[src/rtl/regfile_writeback_arbiter.sv]
// Register-file write-port owner: merges the never-stalling WB stage with a
// FIFO of long-latency (mul/div) results that drain into idle WB slots.
// Also reports pending queued writes to the hazard unit.
module regfile_writeback_arbiter #(
  parameter int unsigned REG_WIDTH = 32,
  parameter int unsigned ADDR_SIZE = 5,
  parameter int unsigned DEPTH     = 4
) (
  input  logic                   clk,
  input  logic                   rst,
  input  logic                   wb_we,
  input  logic [ADDR_SIZE-1:0]   wb_addr,
  input  logic [REG_WIDTH-1:0]   wb_data,
  input  logic                   sec_valid,
  output logic                   sec_ready,
  input  logic [ADDR_SIZE-1:0]   sec_addr,
  input  logic [REG_WIDTH-1:0]   sec_data,
  output logic                   RegWrite,
  output logic [ADDR_SIZE-1:0]   write_register,
  output logic [REG_WIDTH-1:0]   write_data,
  input  logic [ADDR_SIZE-1:0]   query_addr,
  output logic                   query_pending,
  output logic [$clog2(DEPTH):0] fifo_count
);

  localparam int unsigned PTR_W = $clog2(DEPTH);
  localparam int unsigned CNT_W = PTR_W + 1;

  typedef struct packed {
    logic [ADDR_SIZE-1:0] addr;
    logic [REG_WIDTH-1:0] data;
  } entry_t;

  entry_t           mem [DEPTH];
  logic [DEPTH-1:0] valid;
  logic [PTR_W-1:0] wr_ptr;
  logic [PTR_W-1:0] rd_ptr;
  logic [CNT_W-1:0] count;

  logic   full;
  logic   empty;
  logic   wb_active;
  logic   push;
  logic   pop;
  entry_t head;

  // WB with a zero destination is treated as an idle slot.
  assign full      = (count == CNT_W'(DEPTH));
  assign empty     = (count == '0);
  assign wb_active = wb_we && (wb_addr != '0);
  assign sec_ready = !rst && !full;
  // Zero-destination results complete the handshake but are dropped.
  assign push      = sec_valid && sec_ready && (sec_addr != '0);
  assign pop       = !rst && !wb_active && !empty;
  assign head      = mem[rd_ptr];
  assign fifo_count = count;

  // FIFO storage; payload needs no reset since valid bits qualify it.
  always_ff @(posedge clk) begin
    if (push) begin
      mem[wr_ptr] <= entry_t'({sec_addr, sec_data});
    end
  end

  // FIFO control: pointers, occupancy and per-entry valid bits.
  always_ff @(posedge clk) begin
    if (rst) begin
      wr_ptr <= '0;
      rd_ptr <= '0;
      count  <= '0;
      valid  <= '0;
    end else begin
      if (push) begin
        valid[wr_ptr] <= 1'b1;
        wr_ptr        <= wr_ptr + PTR_W'(1);
      end
      if (pop) begin
        valid[rd_ptr] <= 1'b0;
        rd_ptr        <= rd_ptr + PTR_W'(1);
      end
      if (push && !pop) begin
        count <= count + CNT_W'(1);
      end else if (pop && !push) begin
        count <= count - CNT_W'(1);
      end
    end
  end

  // Write-port select: WB first, otherwise the FIFO head, otherwise idle.
  always_comb begin
    RegWrite       = 1'b0;
    write_register = '0;
    write_data     = '0;
    if (!rst) begin
      if (wb_active) begin
        RegWrite       = 1'b1;
        write_register = wb_addr;
        write_data     = wb_data;
      end else if (!empty) begin
        RegWrite       = 1'b1;
        write_register = head.addr;
        write_data     = head.data;
      end
    end
  end

  // Hazard lookup across all queued entries, including the one draining now.
  always_comb begin
    query_pending = 1'b0;
    for (int unsigned i = 0; i < DEPTH; i++) begin
      if (valid[i] && (mem[i].addr == query_addr)) begin
        query_pending = 1'b1;
      end
    end
    if (query_addr == '0) begin
      query_pending = 1'b0;
    end
  end

endmodule
[config.mk]
export PLATFORM = sky130hd
export DESIGN_NAME = regfile_writeback_arbiter
export DESIGN_NICKNAME = d
export VERILOG_FILES = /design/src/rtl/regfile_writeback_arbiter.sv
export SDC_FILE = /design/constraint.sdc
export NUM_CORES = 1
export LEC_CHECK = 0
export BUFFER_PORTS_ARGS = -buffer_cell sky130_fd_sc_hd__buf_2
export CAP_MARGIN = 20
export CORE_MARGIN = 4
export CORE_UTILIZATION = 25
export CTS_BUF_LIST = sky130_fd_sc_hd__clkbuf_8
export CTS_CLUSTER_DIAMETER = 80
export DETAILED_ROUTE_END_ITERATION = 12
export GPL_ROUTABILITY_DRIVEN = 0
export PLACE_DENSITY = 0.53
export SYNTH_ARGS = -nofsm -noshare
export SYNTH_HDL_FRONTEND = slang
export SYNTH_SLANG_ARGS = --single-unit
[constraint.sdc]
create_clock -name clk -period 3.4 [get_ports clk]
set_input_delay 0.34 -clock clk [delete_from_list [all_inputs] [get_ports clk]]
set_output_delay 0.34 -clock clk [all_outputs]
set_load 0.05 [all_outputs]
==> flow_summary_export.csv <==
group,metric,value,unit
outcome,status,"complete, no violations",
die,core-area,26100,um^2
synthesis,yosys-top-cells-area,"edfxtp_1 (67%), mux4_2 (12%), dfxtp_1 (3.9%), a22o_1 (3.4%), xor2_1 (2.4%)",
sta,finalCritPeriodShare,84.8,%
routing,dr.pass1.iters,4,
die,fp.dieH,171,um
routing,drtIter0Drc,189,
grt,antenna_found_initial,3,
die,die_area,29400,um^2
setup_path,cp-endpoint,"write_data[7]",
sta,report.final.setup_viol,0,
placement,dp_slack,0.758,ns
sta,rsz0062_at_grt,"false",
synthesis,synthCells,358,
setup_path,path_class,"reg -> out",
routing,drc,0,
routing,postRouteAntennaNets,0,
setup_path,r2r_end,"fifo_count[2]$_SDFFE_PP0P_",
setup_path,worstPathRequired,3.06,ns
placement,hpwl,11000,um
grt,grt_pass1_vias,4042,
routing,drt-vias-per-instance,4.47,
die,rows,59,
die,die_w,171,um
finish,antenna_cells,0,
setup_path,crit_fanout,33,
setup_path,arrival,2.54,ns
clock_tree,cts_buffers,17,
routing,detail_route.wirelength,16200,um
routing,top_layer,"met5",
grt,grt_max_degree,34,
grt,grt_overflow_total,0,
synthesis,syn-num-nets,451,
flow_run,max-cap-violations,0,
setup_path,worst_r2r_path_depth,9,
routing,wl_per_cell,19.3,um
clock_tree,cts_tree,"yes",
power,power_density,639,nW/um^2
grt,grt_pass1_wl,24100,um
routing,wirelength_met1,6860,um
sta,finalClockSkew,0.0138,ns
power,power_leakage,2.86,nW
finish,fin_util,31.1,%
synthesis,syn_area,6670,um^2
synthesis,synth_seq_cells,161,
finish,area_growth,21.9,%
routing,wl_met3,820,um
finish,finalInstanceArea,8140,um^2
die,start_util,25.5,%
sta,tns,0,ns
clock_tree,htreeDepth,4,
setup_path,worst_setup_path_start_kind,"flip-flop",
finish,drive_gt1_share,43.0,%
synthesis,yosysSeqAreaShare,70.5,%
synthesis,yosys.area.top_type,"edfxtp_1",
sta,tightestPinTransition,0.799,ns
synthesis,yosysWarnings,0,
sta,finalHoldViolations,0,
clock_tree,root_buffer,"clkbuf_8",
clock_tree,cts.sinks,161,
synthesis,synth_area_per_cell,18.6,um^2
finish,final_cell_mix,"edfxtp_1 (148), buf_2 (124), mux4_2 (37), a22o_1 (26), xor2_1 (18)",
sta,max_freq,347,MHz
clock_tree,cts.clk_slew.worst_paths,0.09,ns
synthesis,synth.distinct_cells,35,
clock_tree,cts_hold_buffers,0,
clock_tree,clk_latency,0.44,ns
synthesis,synth_top_area_share,66.6,%
setup_path,r2r_slack,1.03,ns
setup_path,timing.rr.start,"fifo_count[0]$_SDFFE_PP0P_",
clock_tree,clock_path_buffers,2,
sta,slew_viol_final,0,
clock_tree,post_cts_resized,0,
sta,slew_headroom,46.7,%
setup_path,cp-end-kind,"output port",
placement,portBuffers,125,
sta,fin_crit,2.88,ns
routing,dr_total_vias,3756,
grt,grt_usage,11.2,%
finish,nets,585,
routing,wl_met2,8220,um
die,ios,126,
placement,place_area,7780,um^2
finish,final_common_cell,"edfxtp_1",
power,peakVddDrop,0.258,mV
min_path,hold_class,"in -> reg",
clock_tree,post-cts-setup-buffer-count,0,
sta,timing.final.ws_setup,0.517,ns
==> cell type report <==
class	count	area (um^2)
fill	2596	18000
inverter	6	22.5
clock inverter	15	120
multi-input combinational	168	1840
sequential	161	4710
timing repair buffer	138	788
clock buffer	17	234
tap	335	419
==> cells in the mapped netlist, drive strengths merged <==
| cell type | instances |
|---|---|
| o21a | 6 |
| ha | 9 |
| fa | 1 |
| nor3 | 2 |
| inv | 6 |
| or4 | 3 |
| or3 | 1 |
| nand4 | 1 |
| mux2i | 1 |
| and2 | 4 |
| a22o | 26 |
| edfxtp | 148 |
| xnor2 | 6 |
| nor2 | 19 |
| o31ai | 1 |
| o21ai | 3 |
| clkbuf | 15 |
| xor2 | 18 |
| a22oi | 11 |
| dfxtp | 13 |
| mux4 | 37 |
| nor4 | 4 |
| o211a | 1 |
| nand3 | 4 |
| nand2 | 2 |
| buf | 8 |
| a21oi | 8 |
==> worst min-delay path by stage <==
stage	startpoint	to	cells after the start
3_5_place_dp	valid[3]$_SDFF_PP0_	valid[3]$_SDFF_PP0_	1
6_report	sec_data[23]	mem[1][23]$_DFFE_PP_	1
4_1_cts	sec_data[28]	mem[1][28]$_DFFE_PP_	1
5_1_grt	sec_data[28]	mem[1][28]$_DFFE_PP_	1
3_3_place_gp	valid[1]$_SDFF_PP0_	valid[1]$_SDFF_PP0_	1
2_1_floorplan	sec_data[0]	mem[0][0]$_DFFE_PP_	0
==> power by group <==
group	internal [mW]	switching, mW	total [mW]
combinational	0.608	0.819	1.43
sequential	2.30	0.195	2.49
clock	0.573	0.707	1.28
==> sequential cells by signal (all words and copies together), names as in the netlist, named ones only <==
register / count
valid: 4
fifo_count: 3
rd_ptr: 2
wr_ptr: 2
mem: 148
==> cell families (layout without fill, tap and decap cells) <==
| logic type | after synthesis | after routing | share of synthesized area [%] |
|---|---|---|---|
| DFF | 161 | 161 | 70.5 |
| AOI/OAI and AO/OA | 56 | 56 | 6.52 |
| and+or+nand+nor | 40 | 40 | 3.17 |
| muxes | 38 | 38 | 12.6 |
| buffers and inverters | 29 | 176 | 2.04 |
| xor gates and xnor gates | 24 | 24 | 3.15 |
| adders and majority gates | 10 | 10 | 1.99 |
==> per-stage QoR <==
step / instances / power, mW / hold WS (ns)
global route: 840 / 5.49 / 0.0733
global placement: 808 / 3.98 / 0.470
CTS: 840 / 5.30 / 0.0649
finish: 840 / 5.20 / 0.111
detailed placement: 808 / 4.01 / 0.471
floorplan: 358 / 3.56 / 0.439
==> per-layer routing <==
metal  vias to the layer above  track usage [%]
met4                         6             3.51
met3                        20             3.56
met1                      1932             13.8
li1                       1717                -
met2                        81             18.7
met5                         -                0
==> worst max-delay path, cell delays in order, from the launching register on <==
cell and delay, ns:
dfxtp_4 0.85, buf_4 0.30, mux4_2 0.53, a22o_1 0.20
buf_2 0.21
(Power assumes the default switching activity.)
